==> src/rtl/uart_tx_sched_if.sv <==
// Signal bundle between the byte-stream requesters, the frame scheduler and the
// UART transmit path. "master" is the scheduler side; "slave" is its environment.
interface uart_tx_sched_if #(
  parameter int N_REQ = 2
);
  logic [N_REQ-1:0]   s_valid;
  logic [8*N_REQ-1:0] s_data;
  logic [N_REQ-1:0]   s_last;
  logic [N_REQ-1:0]   s_parity;
  logic [2*N_REQ-1:0] s_stopbit;
  logic [N_REQ-1:0]   s_ready;
  logic               tx_valid;
  logic [7:0]         tx_data;
  logic               tx_parity;
  logic [1:0]         tx_stopbit;
  logic               tx_ready;
  logic [N_REQ-1:0]   grant;
  logic               busy;
  logic               err_timeout;

  modport master (
    input  s_valid, s_data, s_last, s_parity, s_stopbit, tx_ready,
    output s_ready, tx_valid, tx_data, tx_parity, tx_stopbit, grant, busy, err_timeout
  );

  modport slave (
    output s_valid, s_data, s_last, s_parity, s_stopbit, tx_ready,
    input  s_ready, tx_valid, tx_data, tx_parity, tx_stopbit, grant, busy, err_timeout
  );
endinterface

==> src/rtl/uart_tx_sched.sv <==
// Round-robin frame scheduler sharing one UART transmitter between N_REQ requesters;
// a grant lasts a whole frame, bytes are paced by an inter-byte gap and an ack timeout.
module uart_tx_sched #(
  parameter int N_REQ      = 2,
  parameter int GAP_CYCLES = 16,
  parameter int ACK_TO     = 1023
) (
  input  logic            clk,
  input  logic            rst,
  uart_tx_sched_if.master bus
);

  localparam int PW = (N_REQ > 1) ? $clog2(N_REQ) : 1;
  localparam int AW = $clog2(ACK_TO + 1);
  localparam int GW = (GAP_CYCLES > 0) ? $clog2(GAP_CYCLES + 1) : 1;

  typedef enum logic [2:0] {
    IDLE, LOAD, WAIT_IDLE, SEND, WAIT_ACK, WAIT_DONE, GAP, FLUSH
  } state_t;

  state_t           state, state_nx;
  logic [N_REQ-1:0] grant_q;
  logic [PW-1:0]    g_idx, rr_ptr, arb_idx;
  logic             arb_found;
  logic             last_q;
  logic [7:0]       data_q;
  logic             parity_q;
  logic [1:0]       stopbit_q;
  logic [AW-1:0]    ack_cnt;
  logic [GW-1:0]    gap_cnt;

  logic g_valid, g_last, ack_hit, gap_done;

  assign g_valid  = |(bus.s_valid & grant_q);
  assign g_last   = |(bus.s_last & grant_q);
  assign ack_hit  = (ack_cnt == AW'(ACK_TO - 1));
  assign gap_done = (gap_cnt == GW'(1));

  // Search starts one past the previous winner so every requester gets a turn.
  always_comb begin
    logic [PW-1:0] cand;
    arb_found = 1'b0;
    arb_idx   = rr_ptr;
    cand      = '0;
    for (int k = 1; k <= N_REQ; k++) begin
      cand = PW'((int'(rr_ptr) + k) % N_REQ);
      if (!arb_found && bus.s_valid[cand]) begin
        arb_found = 1'b1;
        arb_idx   = cand;
      end
    end
  end

  // NOTE: sequential state uses non-blocking assignments so every flop samples
  // pre-edge values regardless of process order.
  always_ff @(posedge clk) begin
    if (rst) state <= IDLE;
    else     state <= state_nx;
  end

  // NOTE: state_nx is defaulted before the case so no path leaves it unassigned,
  // which would otherwise infer a latch.
  always_comb begin
    state_nx = state;
    case (state)
      IDLE:      if (arb_found) state_nx = LOAD;
      LOAD:      if (g_valid) state_nx = bus.tx_ready ? SEND : WAIT_IDLE;
      WAIT_IDLE: if (bus.tx_ready) state_nx = SEND;
      SEND:      state_nx = WAIT_ACK;
      WAIT_ACK: begin
        // A falling tx_ready in the compare cycle counts as an ack, not a timeout.
        if (!bus.tx_ready)  state_nx = WAIT_DONE;
        else if (ack_hit)   state_nx = last_q ? IDLE : FLUSH;
      end
      WAIT_DONE: begin
        if (bus.tx_ready) begin
          if (GAP_CYCLES > 0) state_nx = GAP;
          else                state_nx = last_q ? IDLE : LOAD;
        end
      end
      GAP:       if (gap_done) state_nx = last_q ? IDLE : LOAD;
      FLUSH:     if (g_valid && g_last) state_nx = IDLE;
      default:   state_nx = IDLE;
    endcase
  end

  // NOTE: every datapath register has a defined reset value; there is no memory
  // array here, so nothing is left uninitialised.
  always_ff @(posedge clk) begin
    if (rst) begin
      grant_q   <= '0;
      g_idx     <= '0;
      rr_ptr    <= PW'(N_REQ - 1);
      data_q    <= 8'h00;
      last_q    <= 1'b0;
      parity_q  <= 1'b0;
      stopbit_q <= 2'b11;
      ack_cnt   <= '0;
      gap_cnt   <= '0;
    end else begin
      if (state == IDLE && arb_found) begin
        grant_q   <= N_REQ'(1) << arb_idx;
        g_idx     <= arb_idx;
        rr_ptr    <= arb_idx;
        parity_q  <= bus.s_parity[arb_idx];
        stopbit_q <= bus.s_stopbit[{arb_idx, 1'b0} +: 2];
      end
      if (state != IDLE && state_nx == IDLE) grant_q <= '0;
      if (state == LOAD && g_valid) begin
        data_q <= bus.s_data[{g_idx, 3'b000} +: 8];
        last_q <= g_last;
      end
      case (state)
        SEND:      ack_cnt <= '0;
        WAIT_ACK:  if (bus.tx_ready) ack_cnt <= ack_hit ? '0 : ack_cnt + 1'b1;
        WAIT_DONE: if (bus.tx_ready) gap_cnt <= GW'(GAP_CYCLES);
        GAP:       gap_cnt <= gap_cnt - 1'b1;
        default:   ;
      endcase
    end
  end

  always_comb begin
    bus.s_ready     = '0;
    bus.tx_valid    = 1'b0;
    bus.err_timeout = 1'b0;
    case (state)
      LOAD, FLUSH: bus.s_ready = grant_q;
      SEND:        bus.tx_valid = 1'b1;
      WAIT_ACK:    bus.err_timeout = bus.tx_ready && ack_hit;
      default:     ;
    endcase
  end

  assign bus.busy       = (state != IDLE);
  assign bus.grant      = grant_q;
  assign bus.tx_data    = data_q;
  assign bus.tx_parity  = parity_q;
  assign bus.tx_stopbit = stopbit_q;

endmodule

==> src/flat_wrapper.sv <==
// flat-port wrapper written by rule: the top's interface ports become plain ports
module uart_tx_sched_flat 
#(
  parameter int N_REQ      = 2,
  parameter int GAP_CYCLES = 16,
  parameter int ACK_TO     = 1023
)
  (clk, rst, bus_s_valid, bus_s_data, bus_s_last, bus_s_parity, bus_s_stopbit, bus_tx_ready, bus_s_ready, bus_tx_valid, bus_tx_data, bus_tx_parity, bus_tx_stopbit, bus_grant, bus_busy, bus_err_timeout);
  uart_tx_sched_if #(.N_REQ(N_REQ)) bus_i ();
  input  logic clk;
  input  logic rst;
  input wire logic [$bits(bus_i.s_valid)-1:0] bus_s_valid;
  input wire logic [$bits(bus_i.s_data)-1:0] bus_s_data;
  input wire logic [$bits(bus_i.s_last)-1:0] bus_s_last;
  input wire logic [$bits(bus_i.s_parity)-1:0] bus_s_parity;
  input wire logic [$bits(bus_i.s_stopbit)-1:0] bus_s_stopbit;
  input wire logic [$bits(bus_i.tx_ready)-1:0] bus_tx_ready;
  output wire logic [$bits(bus_i.s_ready)-1:0] bus_s_ready;
  output wire logic [$bits(bus_i.tx_valid)-1:0] bus_tx_valid;
  output wire logic [$bits(bus_i.tx_data)-1:0] bus_tx_data;
  output wire logic [$bits(bus_i.tx_parity)-1:0] bus_tx_parity;
  output wire logic [$bits(bus_i.tx_stopbit)-1:0] bus_tx_stopbit;
  output wire logic [$bits(bus_i.grant)-1:0] bus_grant;
  output wire logic [$bits(bus_i.busy)-1:0] bus_busy;
  output wire logic [$bits(bus_i.err_timeout)-1:0] bus_err_timeout;
  assign bus_i.s_valid = bus_s_valid;
  assign bus_i.s_data = bus_s_data;
  assign bus_i.s_last = bus_s_last;
  assign bus_i.s_parity = bus_s_parity;
  assign bus_i.s_stopbit = bus_s_stopbit;
  assign bus_i.tx_ready = bus_tx_ready;
  assign bus_s_ready = bus_i.s_ready;
  assign bus_tx_valid = bus_i.tx_valid;
  assign bus_tx_data = bus_i.tx_data;
  assign bus_tx_parity = bus_i.tx_parity;
  assign bus_tx_stopbit = bus_i.tx_stopbit;
  assign bus_grant = bus_i.grant;
  assign bus_busy = bus_i.busy;
  assign bus_err_timeout = bus_i.err_timeout;
  uart_tx_sched #(.N_REQ(N_REQ), .GAP_CYCLES(GAP_CYCLES), .ACK_TO(ACK_TO)) u_core (.clk(clk), .rst(rst), .bus(bus_i));
endmodule
==> config.mk <==
export PLATFORM = sky130hd
export DESIGN_NAME = uart_tx_sched_flat
export DESIGN_NICKNAME = d
export VERILOG_FILES = /design/src/rtl/uart_tx_sched_if.sv /design/src/rtl/uart_tx_sched.sv /design/src/flat_wrapper.sv
export SDC_FILE = /design/constraint.sdc
export NUM_CORES = 1
export LEC_CHECK = 0
export CORE_ASPECT_RATIO = 2
export CORE_MARGIN = 5
export CORE_UTILIZATION = 44
export DETAILED_ROUTE_END_ITERATION = 8
export HOLD_SLACK_MARGIN = 0.03
export PLACE_DENSITY = 0.73
export SYNTH_ARGS = -nofsm -noshare
export SYNTH_HDL_FRONTEND = slang
export SYNTH_SLANG_ARGS = --single-unit
==> constraint.sdc <==
create_clock -name clk -period 4.5 [get_ports clk]
set_input_delay 0.675 -clock clk [delete_from_list [all_inputs] [get_ports clk]]
set_output_delay 0.675 -clock clk [all_outputs]
set_load 0.02 [all_outputs]
==> flow_summary.json <==
{
  "grt_start_max_net_pins": 27,
  "p_leak_nw": 0.926,
  "root_buffer": "clkbuf_8",
  "htreeDepth": 2,
  "worstSetupPathType": "primary input to primary output",
  "nFillCells": 370,
  "postSynthAreaPerCell_um2": 8.43,
  "rr_startpoint": "u_core.state[0]",
  "vias_per_cell": 5.40,
  "synth_seq_cells": 34,
  "cts.path.max_buffers": 2,
  "drc_errors": 0,
  "regToRegSetupSlack_ns": 2.41,
  "synthCells": 220,
  "die_y_um": 102,
  "reg2regPathDepth": 5,
  "combPwrFrac_pct": 19.1,
  "power.switching_w": 0.000205,
  "fin_cells": 317,
  "post-cts-setup-buffers": 0,
  "diodes": 0,
  "critPathLaunch": "bus_tx_ready",
  "synth_area_um2": 1860,
  "dp.cells": 309,
  "slew_viol_final": 0,
  "synth-async-reset-ratio_pct": 0,
  "max_freq_ghz": 0.331,
  "core.rowCount": 33,
  "vias": 1712,
  "clock_power_share_pct": 36.7,
  "io_buffer_count": 46,
  "ys.warnings.count": 0,
  "grt_pass1_vias": 1637,
  "seq_area_frac_synth_pct": 36.7,
  "cts_tree": "built",
  "min_period_ns": 3.02,
  "overflow": 0,
  "io_pins": 47,
  "antenna_found_initial": 0,
  "numCtsBuffers": 5,
  "cts_sinks": 34,
  "slowest_stage": "clkdlybuf4s50_1",
  "tns_ns": 0,
  "syn2layout_area_growth_pct": 31.8,
  "routedWlPerCell_um": 13.4,
  "synth.distinct_cells": 50,
  "nets": 297,
  "core_um2": 4090,
  "finalWeightedCongestion": 0.835,
  "hold_viol": 0,
  "die_area_um2": 5690,
  "firstDrtPassIters": 4,
  "drtIter0Drc": 19,
  "critPathMostFrequentCell": "clkdlybuf4s50_1",
  "sequentialPowerShare_pct": 44.2,
  "internal-power_w": 0.000556,
  "ctsHoldBuffers": 0,
  "synth-main-ff-cell": "dfxtp_1",
  "crit_arrival_ns": 2.35,
  "r2r-end": "u_core.bus.grant[0]",
  "cap_violations": 0,
  "required_ns": 3.83,
  "slew_headroom_pct": 56.0,
  "dp_hpwl_um": 3180,
  "drive_above_1_share_pct": 6.42,
  "path_cells": "clkdlybuf4s50_1 > and4bb_2 > and2_1 > clkdlybuf4s50_1",
  "synth_edf_count": 0,
  "min_path_type": "register to register",
  "cp-endpoint": "bus_err_timeout",
  "critPathLaunchType": "primary input",
  "critPathMaxStageDelay_ns": 0.61,
  "vdd_drop_max_v": 0.000239,
  "worst_pin_slew_ns": 0.658,
  "synth_fp_nets": 253,
  "insertion_delay_ns": 0.29,
  "clk_pin_slew_ns": 0.07,
  "finalCritPeriodShare_pct": 67.2,
  "ctsResizeCount": 0,
  "power.density_nw_per_um2": 311,
  "ant_nets": 0,
  "grt_first_pass_wirelength_um": 7200,
  "drt_wl_total_um": 4230,
  "rsz0062_at_grt": "no",
  "switching_share_pct": 26.9,
  "start_util_pct": 45.4,
  "worst_setup_path_end_kind": "primary output",
  "setup_viol_count_final": 0,
  "grt_util_all_layers_pct": 15.8,
  "fin_skew_ns": 0.00618,
  "outcome": "complete, no violations",
  "die_x_um": 55.9,
  "cp_max_fo": 8
}
state kept, by name, indices dropped and copies added, names as in the netlist, 2 cells and up:
name	cells
u_core.bus.tx_stopbit	2
u_core.bus.grant	2
u_core.ack_cnt	10
u_core.state	3
u_core.gap_cnt	5
u_core.bus.tx_data	8
power groups by stage:
stage          Sequential [W]  Clock, W  Combinational (W)
6_report             0.000337  0.000279           0.000145
3_5_place_dp         0.000343         0           0.000146
3_3_place_gp         0.000343         0           0.000145
5_1_grt              0.000339  0.000296           0.000160
2_1_floorplan        0.000346         0          0.0000776
4_1_cts              0.000336  0.000284           0.000147
Yosys cell counts (all sizes together) (2+ instances only):
master / count / area share [%]
ha: 4 / 2.7
clkbuf: 2 / 0.40
buf: 8 / 2.4
nor2b: 3 / 1.0
a211oi: 12 / 4.9
o22ai: 3 / 1.0
a221oi: 2 / 1.3
nor2: 40 / 8.2
nand2b: 3 / 1.1
o21bai: 2 / 1.0
a21oi: 9 / 2.4
a211o: 2 / 0.94
xnor2: 4 / 1.9
and3b: 3 / 1.4
nand2: 15 / 3.0
or3: 2 / 0.67
o21ai: 8 / 2.2
a22oi: 3 / 1.2
nand3: 5 / 1.3
and4: 2 / 0.94
nor3: 7 / 3.4
mux2i: 12 / 6.5
xor2: 6 / 2.8
nand4: 2 / 0.67
nor3b: 2 / 0.81
inv: 8 / 1.6
dfxtp: 34 / 37
and2: 2 / 0.67
and3: 3 / 1.0
worst max-delay path, delay by kind of cell:
kind	cells	cell delay [ns]
buffers and inverters	2	1.20
AND/OR/NAND/NOR	2	0.47
layer usage:
layer  routed length, um  track usage (%)  part of all wire, %  up-vias
met4                  89             6.03                  2.1        0
li1                    -                -                    -      870
met2                2280             30.8                   54       42
met5                   0                0                    0        -
met1                1640             15.3                   39      792
met3                 222             4.68                  5.2        8
cells in the final DEF (no fill, tap or decap), types with 3 or more instances in the layout:
| cell | count |
|---|---|
| xnor2_1 | 4 |
| mux2i_1 | 12 |
| dfxtp_1 | 34 |
| clkdlybuf4s50_1 | 46 |
| xor2_1 | 6 |
| a22oi_1 | 3 |
| a211oi_1 | 12 |
| nor2b_1 | 3 |
| nor2_1 | 39 |
| o22ai_1 | 3 |
| clkbuf_8 | 5 |
| a21oi_1 | 9 |
| ha_1 | 4 |
| nand2_1 | 15 |
| nand3_1 | 5 |
| o21ai_0 | 7 |
| nor3_1 | 4 |
| inv_1 | 8 |
| and3b_1 | 3 |
| and3_1 | 3 |
area by class of cell:
cell class,count,area [um^2],share of cell area [%]
Inverter,8,30.0,1.23
Timing Repair Buffer,47,468,19.1
Clock buffer,5,68.8,2.81
Multi-Input combinational cell,168,1090,44.7
Clock inverter,3,40.0,1.64
Sequential cell,34,681,27.8
Tap cell,52,65.1,2.66
logic make-up after synthesis:
kind of cell    synth area share [%]
xor+xnor                        4.72
mux                             6.47
simple gates                    26.8
fa+ha+maj                       2.70
buf+inv                         4.45
flops                           36.7
compound gates                  18.1
stage by stage:
stage	power (W)	setup slack, ns	hold slack (ns)	area [um^2]	utilization, %
floorplan	0.000424	2.61	0.446	1860	-
global placement	0.000488	1.52	0.449	2340	57.1
detailed placement	0.000489	1.50	0.454	2340	57.1
CTS	0.000768	1.49	0.475	2440	59.8
global route	0.000795	1.44	0.506	2440	59.8
finish	0.000761	1.48	0.472	2440	59.8
how the worst min path moves through the flow:
| stage | startpoint | to | slack (ns) | depth (start not counted) |
|---|---|---|---|---|
| after floorplan | u_core.gap_cnt[3] | u_core.gap_cnt[3] | 0.45 | 1 |
| after global placement | u_core.bus.tx_stopbit[1] | u_core.bus.tx_stopbit[1] | 0.45 | 1 |
| after detailed placement | u_core.bus.tx_stopbit[0] | u_core.bus.tx_stopbit[0] | 0.45 | 1 |
| after CTS | u_core.bus.tx_stopbit[0] | u_core.bus.tx_stopbit[0] | 0.47 | 1 |
| after global routing | u_core.gap_cnt[3] | u_core.gap_cnt[3] | 0.51 | 1 |
| final | u_core.bus.tx_stopbit[0] | u_core.bus.tx_stopbit[0] | 0.47 | 1 |
Note: power is estimated with default switching activity, not from simulation.
